<file path="src/rtl/i2s_wb_dma_pkg.sv">
// -----------------------------------------------------------------------------
// i2s_wb_dma_pkg
// Shared definitions for the I2S Wishbone sample fetcher:
//   - dma_state_t      : fetch FSM state encoding (IDLE / BUS / HALT)
//   - WB_CTI_CLASSIC   : Wishbone cycle type used on every access
//   - WB_BTE_LINEAR    : Wishbone burst type used on every access
//   - idx_is_last()    : true when a ring index sits on the last buffer word
// -----------------------------------------------------------------------------
package i2s_wb_dma_pkg;

    typedef enum logic [1:0] {
        ST_IDLE = 2'd0,
        ST_BUS  = 2'd1,
        ST_HALT = 2'd2
    } dma_state_t;

    localparam logic [2:0] WB_CTI_CLASSIC = 3'b000;
    localparam logic [1:0] WB_BTE_LINEAR  = 2'b00;

    // ">=" rather than "==" so an index left beyond a buffer that was
    // shrunk at run time still wraps back to the start of the ring.
    function automatic logic idx_is_last(input logic [15:0] idx,
                                         input logic [15:0] words);
        return (idx >= (words - 16'd1));
    endfunction

endpackage

</file>
<file path="src/rtl/i2s_wb_dma_if.sv">
// -----------------------------------------------------------------------------
// i2s_wb_dma_if
// Wishbone classic bus between the sample fetcher (master) and memory (slave).
// Signal names are seen from the master side.
//   wbm_adr_o  address         wbm_dat_i  read data
//   wbm_sel_o  byte selects    wbm_we_o   write enable
//   wbm_cyc_o  cycle           wbm_stb_o  strobe
//   wbm_cti_o  cycle type      wbm_bte_o  burst type
//   wbm_ack_i  acknowledge     wbm_err_i  bus error     wbm_rty_i  retry
// -----------------------------------------------------------------------------
interface i2s_wb_dma_if #(
    parameter int WB_AW = 32,
    parameter int WB_DW = 32
) ();

    logic [WB_AW-1:0]   wbm_adr_o;
    logic [WB_DW-1:0]   wbm_dat_i;
    logic [WB_DW/8-1:0] wbm_sel_o;
    logic               wbm_we_o;
    logic               wbm_cyc_o;
    logic               wbm_stb_o;
    logic [2:0]         wbm_cti_o;
    logic [1:0]         wbm_bte_o;
    logic               wbm_ack_i;
    logic               wbm_err_i;
    logic               wbm_rty_i;

    modport master (
        output wbm_adr_o, wbm_sel_o, wbm_we_o, wbm_cyc_o, wbm_stb_o,
               wbm_cti_o, wbm_bte_o,
        input  wbm_dat_i, wbm_ack_i, wbm_err_i, wbm_rty_i
    );

    modport slave (
        input  wbm_adr_o, wbm_sel_o, wbm_we_o, wbm_cyc_o, wbm_stb_o,
               wbm_cti_o, wbm_bte_o,
        output wbm_dat_i, wbm_ack_i, wbm_err_i, wbm_rty_i
    );

endinterface

</file>
<file path="src/rtl/i2s_fifo.sv">
// -----------------------------------------------------------------------------
// i2s_fifo
// First-word-fall-through sample FIFO, DEPTH = 2**FIFO_AW entries.
//   wb_clk   clock             rst      synchronous active-high reset
//   i_push   write i_data      i_pop    drop head (ignored when empty)
//   i_flush  empty the FIFO    o_data   head entry (0 when empty)
//   o_count  occupancy         o_empty  no entries held
// -----------------------------------------------------------------------------
module i2s_fifo #(
    parameter int WB_DW   = 32,
    parameter int FIFO_AW = 3
) (
    input  logic               wb_clk,
    input  logic               rst,
    input  logic               i_push,
    input  logic [WB_DW-1:0]   i_data,
    input  logic               i_pop,
    input  logic               i_flush,
    output logic [WB_DW-1:0]   o_data,
    output logic [FIFO_AW:0]   o_count,
    output logic               o_empty
);

    localparam int DEPTH = 2**FIFO_AW;

    logic [WB_DW-1:0]   r_mem [DEPTH];
    logic [FIFO_AW-1:0] r_wr_ptr;
    logic [FIFO_AW-1:0] r_rd_ptr;
    logic [FIFO_AW:0]   r_count;
    logic               w_pop;
    logic               w_push;
    logic               w_full;

    assign o_empty = (r_count == '0);
    assign w_full  = (r_count == (FIFO_AW+1)'(DEPTH));
    assign w_pop   = i_pop & ~o_empty;
    // A full FIFO may still take a word when the head leaves in the same cycle.
    assign w_push  = i_push & (~w_full | w_pop);

    // Sample storage; contents need no reset because occupancy gates reads.
    always_ff @(posedge wb_clk) begin
        if (w_push) begin
            r_mem[r_wr_ptr] <= i_data;
        end
    end

    // Pointer and occupancy tracking with reset/flush priority.
    always_ff @(posedge wb_clk) begin
        if (rst || i_flush) begin
            r_wr_ptr <= '0;
            r_rd_ptr <= '0;
            r_count  <= '0;
        end else begin
            if (w_push) begin
                r_wr_ptr <= r_wr_ptr + FIFO_AW'(1);
            end
            if (w_pop) begin
                r_rd_ptr <= r_rd_ptr + FIFO_AW'(1);
            end
            case ({w_push, w_pop})
                2'b10:   r_count <= r_count + (FIFO_AW+1)'(1);
                2'b01:   r_count <= r_count - (FIFO_AW+1)'(1);
                default: r_count <= r_count;
            endcase
        end
    end

    assign o_data  = o_empty ? '0 : r_mem[r_rd_ptr];
    assign o_count = r_count;

endmodule

</file>
<file path="src/rtl/i2s_wb_dma.sv">
// -----------------------------------------------------------------------------
// i2s_wb_dma
// Read-only Wishbone classic master that walks a ring buffer of audio samples
// in memory and feeds them to an I2S transmitter through a small FWFT FIFO.
//   wb_clk, rst        clock / synchronous active-high reset
//   enable             fetching permitted; low in IDLE resets ring and FIFO
//   base_addr          byte address of ring buffer (word aligned)
//   buf_words          ring length in words (0 = nothing fetched)
//   wbm                Wishbone master port (i2s_wb_dma_if.master)
//   sample_o           FIFO head sample
//   sample_valid_o     sample_o valid; popped when sample_ready_i also high
//   sample_ready_i     consumer ready
//   wrap_o             one-cycle pulse after the last ring word is fetched
//   err_o              sticky bus error; cleared by dropping enable
// -----------------------------------------------------------------------------
module i2s_wb_dma
    import i2s_wb_dma_pkg::*;
#(
    parameter int WB_AW   = 32,
    parameter int WB_DW   = 32,
    parameter int FIFO_AW = 3
) (
    input  logic              wb_clk,
    input  logic              rst,
    input  logic              enable,
    input  logic [WB_AW-1:0]  base_addr,
    input  logic [15:0]       buf_words,
    i2s_wb_dma_if.master      wbm,
    output logic [WB_DW-1:0]  sample_o,
    output logic              sample_valid_o,
    input  logic              sample_ready_i,
    output logic              wrap_o,
    output logic              err_o
);

    localparam int DEPTH = 2**FIFO_AW;

    dma_state_t        r_state;
    dma_state_t        w_state_nxt;
    logic [15:0]       r_idx;
    logic [15:0]       w_idx_nxt;
    logic              r_cyc;
    logic              w_cyc_nxt;
    logic [WB_AW-1:0]  r_adr;
    logic [WB_AW-1:0]  w_adr_nxt;
    logic              r_wrap;
    logic              w_wrap_nxt;
    logic              r_err;
    logic              w_err_nxt;
    logic              r_discard;
    logic              w_discard_nxt;

    logic              w_push;
    logic              w_pop;
    logic              w_flush;
    logic              w_empty;
    logic [FIFO_AW:0]  w_count;
    logic [WB_DW-1:0]  w_head;
    logic              w_can_fetch;
    logic [WB_AW-1:0]  w_fetch_adr;

    // Only start a fetch when its word is guaranteed a free FIFO slot.
    assign w_can_fetch = enable && (buf_words != 16'd0) &&
                         (w_count <= (FIFO_AW+1)'(DEPTH - 1));
    // Natural WB_AW-bit arithmetic wraps the address modulo 2**WB_AW.
    assign w_fetch_adr = base_addr + (WB_AW'(r_idx) << 2);

    // Next-state and next-output decode for the fetch FSM.
    always_comb begin
        w_state_nxt   = r_state;
        w_idx_nxt     = r_idx;
        w_cyc_nxt     = r_cyc;
        w_adr_nxt     = r_adr;
        w_wrap_nxt    = 1'b0;
        w_err_nxt     = r_err;
        w_discard_nxt = r_discard;
        w_push        = 1'b0;
        w_flush       = 1'b0;
        case (r_state)
            ST_IDLE: begin
                if (!enable) begin
                    w_idx_nxt = 16'd0;
                    w_flush   = 1'b1;
                    w_err_nxt = 1'b0;
                end else if (w_can_fetch) begin
                    w_state_nxt   = ST_BUS;
                    w_cyc_nxt     = 1'b1;
                    w_adr_nxt     = w_fetch_adr;
                    w_discard_nxt = 1'b0;
                end else begin
                    w_state_nxt = ST_IDLE;
                end
            end
            ST_BUS: begin
                // Once enable has dropped, this transfer's data is unwanted
                // even if enable comes back before the slave answers.
                if (!enable) begin
                    w_discard_nxt = 1'b1;
                end else begin
                    w_discard_nxt = r_discard;
                end
                // err beats rty and ack; rty beats ack.
                if (wbm.wbm_err_i) begin
                    w_cyc_nxt   = 1'b0;
                    w_err_nxt   = 1'b1;
                    w_state_nxt = ST_HALT;
                end else if (wbm.wbm_rty_i) begin
                    w_cyc_nxt   = 1'b0;
                    w_state_nxt = ST_IDLE;
                end else if (wbm.wbm_ack_i) begin
                    w_cyc_nxt   = 1'b0;
                    w_state_nxt = ST_IDLE;
                    if (enable && !r_discard) begin
                        w_push = 1'b1;
                        if (idx_is_last(r_idx, buf_words)) begin
                            w_idx_nxt  = 16'd0;
                            w_wrap_nxt = 1'b1;
                        end else begin
                            w_idx_nxt = r_idx + 16'd1;
                        end
                    end else begin
                        w_push = 1'b0;
                    end
                end else begin
                    w_state_nxt = ST_BUS;
                end
            end
            ST_HALT: begin
                if (!enable) begin
                    w_state_nxt = ST_IDLE;
                end else begin
                    w_state_nxt = ST_HALT;
                end
            end
            default: begin
                w_state_nxt = ST_IDLE;
                w_cyc_nxt   = 1'b0;
            end
        endcase
    end

    // FSM state and registered bus/status outputs.
    always_ff @(posedge wb_clk) begin
        if (rst) begin
            r_state   <= ST_IDLE;
            r_idx     <= 16'd0;
            r_cyc     <= 1'b0;
            r_adr     <= '0;
            r_wrap    <= 1'b0;
            r_err     <= 1'b0;
            r_discard <= 1'b0;
        end else begin
            r_state   <= w_state_nxt;
            r_idx     <= w_idx_nxt;
            r_cyc     <= w_cyc_nxt;
            r_adr     <= w_adr_nxt;
            r_wrap    <= w_wrap_nxt;
            r_err     <= w_err_nxt;
            r_discard <= w_discard_nxt;
        end
    end

    assign w_pop = ~w_empty & sample_ready_i;

    i2s_fifo #(
        .WB_DW   (WB_DW),
        .FIFO_AW (FIFO_AW)
    ) u_fifo (
        .wb_clk  (wb_clk),
        .rst     (rst),
        .i_push  (w_push),
        .i_data  (wbm.wbm_dat_i),
        .i_pop   (w_pop),
        .i_flush (w_flush),
        .o_data  (w_head),
        .o_count (w_count),
        .o_empty (w_empty)
    );

    assign wbm.wbm_adr_o = r_adr;
    assign wbm.wbm_cyc_o = r_cyc;
    assign wbm.wbm_stb_o = r_cyc;
    assign wbm.wbm_we_o  = 1'b0;
    assign wbm.wbm_sel_o = '1;
    assign wbm.wbm_cti_o = WB_CTI_CLASSIC;
    assign wbm.wbm_bte_o = WB_BTE_LINEAR;

    assign sample_o       = w_head;
    assign sample_valid_o = ~w_empty;
    assign wrap_o         = r_wrap;
    assign err_o          = r_err;

endmodule

</file>
<file path="src/flat_wrapper.sv">
// flat-port wrapper written by rule: the top's interface ports become plain ports
module i2s_wb_dma_flat import i2s_wb_dma_pkg::*;
#(
    parameter int WB_AW   = 32,
    parameter int WB_DW   = 32,
    parameter int FIFO_AW = 3
)
  (wb_clk, rst, enable, base_addr, buf_words, sample_o, sample_valid_o, sample_ready_i, wrap_o, err_o, wbm_wbm_adr_o, wbm_wbm_sel_o, wbm_wbm_we_o, wbm_wbm_cyc_o, wbm_wbm_stb_o, wbm_wbm_cti_o, wbm_wbm_bte_o, wbm_wbm_dat_i, wbm_wbm_ack_i, wbm_wbm_err_i, wbm_wbm_rty_i);
  i2s_wb_dma_if #(.WB_AW(WB_AW), .WB_DW(WB_DW)) wbm_i ();
  input  logic wb_clk;
  input  logic rst;
  input  logic enable;
  input  logic [WB_AW-1:0] base_addr;
  input  logic [15:0] buf_words;
  output logic [WB_DW-1:0] sample_o;
  output logic sample_valid_o;
  input  logic sample_ready_i;
  output logic wrap_o;
  output logic err_o;
  output wire logic [$bits(wbm_i.wbm_adr_o)-1:0] wbm_wbm_adr_o;
  output wire logic [$bits(wbm_i.wbm_sel_o)-1:0] wbm_wbm_sel_o;
  output wire logic [$bits(wbm_i.wbm_we_o)-1:0] wbm_wbm_we_o;
  output wire logic [$bits(wbm_i.wbm_cyc_o)-1:0] wbm_wbm_cyc_o;
  output wire logic [$bits(wbm_i.wbm_stb_o)-1:0] wbm_wbm_stb_o;
  output wire logic [$bits(wbm_i.wbm_cti_o)-1:0] wbm_wbm_cti_o;
  output wire logic [$bits(wbm_i.wbm_bte_o)-1:0] wbm_wbm_bte_o;
  input wire logic [$bits(wbm_i.wbm_dat_i)-1:0] wbm_wbm_dat_i;
  input wire logic [$bits(wbm_i.wbm_ack_i)-1:0] wbm_wbm_ack_i;
  input wire logic [$bits(wbm_i.wbm_err_i)-1:0] wbm_wbm_err_i;
  input wire logic [$bits(wbm_i.wbm_rty_i)-1:0] wbm_wbm_rty_i;
  assign wbm_wbm_adr_o = wbm_i.wbm_adr_o;
  assign wbm_wbm_sel_o = wbm_i.wbm_sel_o;
  assign wbm_wbm_we_o = wbm_i.wbm_we_o;
  assign wbm_wbm_cyc_o = wbm_i.wbm_cyc_o;
  assign wbm_wbm_stb_o = wbm_i.wbm_stb_o;
  assign wbm_wbm_cti_o = wbm_i.wbm_cti_o;
  assign wbm_wbm_bte_o = wbm_i.wbm_bte_o;
  assign wbm_i.wbm_dat_i = wbm_wbm_dat_i;
  assign wbm_i.wbm_ack_i = wbm_wbm_ack_i;
  assign wbm_i.wbm_err_i = wbm_wbm_err_i;
  assign wbm_i.wbm_rty_i = wbm_wbm_rty_i;
  i2s_wb_dma #(.WB_AW(WB_AW), .WB_DW(WB_DW), .FIFO_AW(FIFO_AW)) u_core (.wb_clk(wb_clk), .rst(rst), .enable(enable), .base_addr(base_addr), .buf_words(buf_words), .wbm(wbm_i), .sample_o(sample_o), .sample_valid_o(sample_valid_o), .sample_ready_i(sample_ready_i), .wrap_o(wrap_o), .err_o(err_o));
endmodule
</file>
<file path="config.mk">
export PLATFORM = sky130hd
export DESIGN_NAME = i2s_wb_dma_flat
export DESIGN_NICKNAME = d
export VERILOG_FILES = /design/src/rtl/i2s_wb_dma_pkg.sv /design/src/rtl/i2s_wb_dma_if.sv /design/src/rtl/i2s_fifo.sv /design/src/rtl/i2s_wb_dma.sv /design/src/flat_wrapper.sv
export SDC_FILE = /design/constraint.sdc
export NUM_CORES = 1
export LEC_CHECK = 0
export BUFFER_PORTS_ARGS = -buffer_cell sky130_fd_sc_hd__buf_2
export CORE_UTILIZATION = 55
export CTS_CLUSTER_SIZE = 16
export DETAILED_ROUTE_END_ITERATION = 10
export GPL_ROUTABILITY_DRIVEN = 0
export PLACE_DENSITY = 0.76
export SLEW_MARGIN = 10
export SYNTH_ARGS = -nofsm -noshare
export SYNTH_HDL_FRONTEND = slang
export SYNTH_SLANG_ARGS = --single-unit
</file>
<file path="constraint.sdc">
create_clock -name wb_clk -period 10 [get_ports wb_clk]
set_input_delay 1 -clock wb_clk [delete_from_list [all_inputs] [get_ports wb_clk]]
set_output_delay 1 -clock wb_clk [all_outputs]
set_load 0.01 [all_outputs]
</file>
# After elaboration in Yosys (flattened, before gate mapping)
# Memory sizes are Yosys's and may differ from the RTL's. A register that Yosys moved wholly into a read port is not among the register bits.
# Cells that the tools add are included.
# word_totals
mem_bits_rw	256
in_bits	87
ff_bits	64
memories	1
# memory_table
name	words	width	read_ports	rd_clocked_by_memory_dff	wr	line	source
u_core.u_fifo.r_mem	8	32	1	1	1	i2s_fifo.sv:26	logic [WB_DW-1:0] r_mem [DEPTH];
# op_classes
addsub	7
eq_ne	15
muxes	41
reduce_logical	16
order_cmp	2
n_bitwise	10
# op_table
op	count
16-bit 2-to-1 mux	6
32-bit by 18-bit adder with 32-bit output	1
32-bit 2-to-1 mux	1
16-bit one-hot mux with 2 select lines	1
1-bit 2-to-1 mux	22
16-bit by 1-bit adder with 16-bit output, second input constant	1
16-bit greater-or-equal comparator	1
16-bit nonzero test	1
16-bit by 1-bit subtractor with 16-bit output, second input constant	1
2-bit != test, second input constant	7
2-bit 2-to-1 mux	4
4-bit one-hot mux with 2 select lines	1
4-bit AND reduction	2
3-bit by 1-bit adder with 3-bit output, second input constant	2
3-bit 2-to-1 mux	2
1-bit NOT	6
2-bit one-hot mux with 3 select lines	1
3-bit AND reduction	2
6-bit AND reduction	1
6-bit OR reduction	1
4-bit by 1-bit adder with 4-bit output, second input constant	1
2-bit by 1-bit equality test with 1-bit output, second input constant	2
2-bit equality test, second input constant	2
4-bit equality test, second input constant	1
14 further kinds	21

# Depth between registers and ports, before layout
# depth
depth_word	10
mapped_depth	14
mapped_depth_nobuf	13

# Cells and area by module
# Synthesis repeated with hierarchy kept, for this count alone.
# unflattened
hier_cells	984
hier_area_um2	14427.6
# modules_own_cells
module	n_inst	seq_area_each_um2	cells_per_inst	area_each_um2
i2s_fifo	1	7947.6	488	10452.5
i2s_wb_dma	1	1081.0	496	3975.1

# Worst setup path before layout
# No wires, ideal clock.
# synth_path
kind	input port to flip-flop
start	input port wbm_wbm_rty_i
end	memory u_core.u_fifo.r_mem[0][0] (enable)
t_required_ps	9539
setup_time_ps	461
arrival_time_ps	4630
cell_stages	5
setup_slack_ps	4909
path_cell_list	or4b_1 > or2_1 > a31oi_1 > nand2b_1 > nor3_1
# synth_via
elab_chain_len	6
# synth_lines
item	line	source
start: declaration	flat_wrapper.sv:30	input wire logic [$bits(wbm_i.wbm_rty_i)-1:0] wbm_wbm_rty_i;
1-bit 2-to-1 mux	i2s_wb_dma.sv:107	end else if (wbm.wbm_rty_i) begin
1-bit 2-to-1 mux	i2s_wb_dma.sv:103	if (wbm.wbm_err_i) begin
1-bit 2-to-1 mux	i2s_wb_dma.sv:79	case (r_state)
1-bit AND	i2s_fifo.sv:38	assign w_push = i_push & (~w_full | w_pop);
1-bit 2-to-1 mux	i2s_fifo.sv:42	if (w_push) begin
1-bit 2-to-1 mux (not written as such)	i2s_fifo.sv:43	r_mem[r_wr_ptr] <= i_data;
end: declaration	i2s_fifo.sv:26	
# No other way between the ends.

==> out/qor.csv <==
metric,value,unit
period_needed,4045,ps
dp_hpwl,18630,µm
fin_setup_tns,0,ps
wl,30770,µm
cts-root-buf,clkbuf_16,
slew_viol_final,0,
overflow,0,
dieArea,26900,µm²
synth.distinct_cells,66,
p_leak,5.923,nW
rrSetupSlack,6590,ps
grt_max_degree,65,
grt_pass1_wl,47380,µm
vias,8891,
cts.repair.resized,0,
cellPowerDensity,173.1,nW/µm²
hold_class,register to register,
drt-vias-per-instance,5.900,
area_delta_synth_final,15.36,%
finalSetupViolations,0,
clockBufferDepth,3,
synth_edf_count,256,
startpoint_type,register,
crit_type,register to primary output,
yosysSeqAreaShare,62.53,%
fp-row-count,58,
initial_core_util,56.69,%
r2r_end,u_core.u_fifo.r_mem[7][28]$_DFFE_PP_,
synth_cells,996,
reg2reg_from,u_core.r_state[0]$_SDFFE_PP0N_,
timing.fmax,0.2472,GHz
cts_tree,done,
critPathArrivalTime,3050,ps
ys.flop_type,edfxtp_1,
antenna_left,0,
rsz0062_at_grt,false,
antenna_found_initial,3,
status,completed,
avgSynthCellArea,14.50,µm²
final_cells,1507,
clock_skew,13.33,ps
wl_per_cell,20.41,µm
synth-async-reset-ratio,0,%
worstSkewPairLatency,520,ps
cts.reportedPaths.clkPinSlew,60,ps
tightest_slew,1155,ps
synth_top_area_cell,edfxtp_1,
maxSlewHeadroom,22.82,%
route.detailed.drc,0,
clock_sinks,323,
finalCritPeriodShare,40.45,%
cts_setup_buffers,0,
hold_violations,0,
drive_above_1_share,25.87,%
grt_pass1_vias,8524,
path_max_fanout,47,
crit_path_end_kind,primary output,
grt_usage,23.33,%
synth_warnings,0,
cts_made_buffers,35,
ios,166,
synth-seq-cells,323,
reg2reg_depth,5,
vdd_ir_drop_max,218.0,µV
cap_violations,0,
die_w,164.0,µm
drt_iter0_drc,557,
cts_hold_buffers,0,
fin_total_pwr,0.002884,W
port_buffers,155,
synth.area.top_cells,"edfxtp_1 (53%), mux4_2 (10%), dfxtp_1 (9.3%)",
syn_area,14440,µm²
placed_cells,1442,
crit_path_end,sample_o[1],
core,25470,µm²
crit_required,9000,ps
htreeDepth,2,
synth_top_area_share,53.24,%
die_h,164.0,µm
layout.nets,1276,
dr.pass1.iters,5,
[cell usage after synthesis, types with 5 or more instances]
| library cell | count |
|---|---|
| a211o_1 | 5 |
| a211oi_1 | 10 |
| a21o_1 | 15 |
| a21oi_1 | 41 |
| a31oi_1 | 7 |
| and3_1 | 13 |
| and4_1 | 5 |
| buf_1 | 10 |
| buf_4 | 12 |
| clkbuf_1 | 28 |
| dfxtp_1 | 67 |
| edfxtp_1 | 256 |
| ha_1 | 38 |
| inv_1 | 14 |
| mux2i_1 | 38 |
| mux4_2 | 64 |
| nand2_1 | 54 |
| nand2b_1 | 5 |
| nand3_1 | 22 |
| nand3b_1 | 8 |
| nand4_1 | 11 |
| nor2_1 | 89 |
| nor3_1 | 29 |
| nor3b_1 | 6 |
| nor4_1 | 5 |
| o211a_1 | 5 |
| o211ai_1 | 8 |
| o21a_1 | 6 |
| o21ai_0 | 13 |
| or3_1 | 8 |
| xnor2_1 | 22 |
| xor2_1 | 20 |
[report_power, final]
part | switching [W] | internal (W)
Combinational | 0.0000858 | 0.0000516
Sequential | 0.00000795 | 0.00146
Clock | 0.000524 | 0.000755
[through the flow]
| step | hold WS [ps] | util, % | worst slack (ps) | cell area [µm²] |
|---|---|---|---|---|
| 6_report | 446.1 | 65.39 | 5955 | 16660 |
| 5_1_grt | 477.8 | 65.38 | 5688 | 16650 |
| 4_1_cts | 448.0 | 65.37 | 5863 | 16650 |
| 3_5_place_dp | 441.5 | 60.88 | 5514 | 15510 |
| 3_3_place_gp | 436.5 | 60.88 | 5619 | 15510 |
| 2_1_floorplan | 454.1 | - | 4909 | 14470 |
[worst max-delay path, stage by stage, from the launching register on]
cell	delay (ps)
dfxtp_4	610
buf_4	820
mux4_2	590
mux2i_1	190
nor2_1	120
buf_2	180
[layout by cell type (no fill, tap or decap), types with 5 or more instances in the layout]
master / Yosys / routed
a211o_1: 5 / 5
a211oi_1: 10 / 10
a21o_1: 15 / 15
a21oi_1: 41 / 41
a31oi_1: 7 / 7
and3_1: 13 / 13
and4_1: 5 / 5
buf_2: 2 / 155
buf_4: 12 / 10
clkbuf_16: 0 / 35
clkinv_1: 0 / 10
conb_1: 2 / 10
dfxtp_1: 67 / 64
edfxtp_1: 256 / 256
ha_1: 38 / 38
inv_1: 14 / 14
mux2i_1: 38 / 38
mux4_2: 64 / 64
nand2_1: 54 / 54
nand2b_1: 5 / 5
nand3_1: 22 / 22
nand3b_1: 8 / 8
nand4_1: 11 / 11
nor2_1: 89 / 83
nor2_4: 0 / 6
nor3_1: 29 / 27
nor3b_1: 6 / 6
o211a_1: 5 / 5
o211ai_1: 8 / 8
o21a_1: 6 / 6
o21ai_0: 13 / 13
or3_1: 8 / 8
xnor2_1: 22 / 22
xor2_1: 20 / 20
[per-layer routing]
metal	share of wire, %	GRT usage, %	routed length (µm)	vias up
met5	0.036	0	11	-
met4	2.0	6.103	621	2
met3	5.1	3.611	1570	45
met2	48	37.37	14830	267
met1	45	33.51	13740	4414
li1	-	-	-	4163
[cell type report]
cell class | instances | area, µm²
inverter | 14 | 52.55
multi-input combinational | 610 | 5156
clock buffer | 38 | 887.1
timing repair buffer | 165 | 850.8
fill | 1800 | 8816
antenna | 2 | 5.005
sequential | 323 | 9035
tap | 330 | 412.9
clock inverter | 25 | 256.5
[cell families (layout without fill, tap and decap cells)]
group | Yosys count | in the layout | synth area share [%]
compound gates | 135 | 135 | 6.456
xor+xnor | 42 | 42 | 2.548
fa+ha+maj | 40 | 40 | 3.570
buf+inv | 71 | 242 | 2.392
flops | 323 | 323 | 62.53
mux | 102 | 102 | 12.62
other cells | 2 | 12 | 0.05201
simple gates | 281 | 281 | 9.835
[flip-flops by register name, summed over array words and instances (netlist names), named ones only]
signal,flops
u_core.err_o,1
u_core.r_state,2
u_core.u_fifo.o_count,4
u_core.wrap_o,1
u_core.u_fifo.r_rd_ptr,3
u_core.wbm.wbm_cyc_o,1
u_core.u_fifo.r_wr_ptr,3
u_core.wbm.wbm_adr_o,32
u_core.r_idx,16
u_core.u_fifo.r_mem,256
u_core.r_discard,1
[worst min-delay path by stage]
stage / start / end / slack [ps] / cells past startpoint
2_1_floorplan: u_core.u_fifo.r_rd_ptr[1]$_SDFFE_PP0P_ / register / 450 / 2
5_1_grt: u_core.wbm.wbm_adr_o[6]$_SDFFE_PP0P_ / u_core.wbm.wbm_adr_o[6]$_SDFFE_PP0P_ / 480 / 2
6_report: u_core.wbm.wbm_adr_o[13]$_SDFFE_PP0P_ / u_core.wbm.wbm_adr_o[13]$_SDFFE_PP0P_ / 450 / 2
3_3_place_gp: u_core.wbm.wbm_adr_o[7]$_SDFFE_PP0P_ / u_core.wbm.wbm_adr_o[7]$_SDFFE_PP0P_ / 440 / 2
3_5_place_dp: u_core.wbm.wbm_adr_o[13]$_SDFFE_PP0P_ / u_core.wbm.wbm_adr_o[13]$_SDFFE_PP0P_ / 440 / 2
4_1_cts: u_core.wbm.wbm_adr_o[7]$_SDFFE_PP0P_ / u_core.wbm.wbm_adr_o[7]$_SDFFE_PP0P_ / 450 / 2
(Power assumes the default switching activity.)
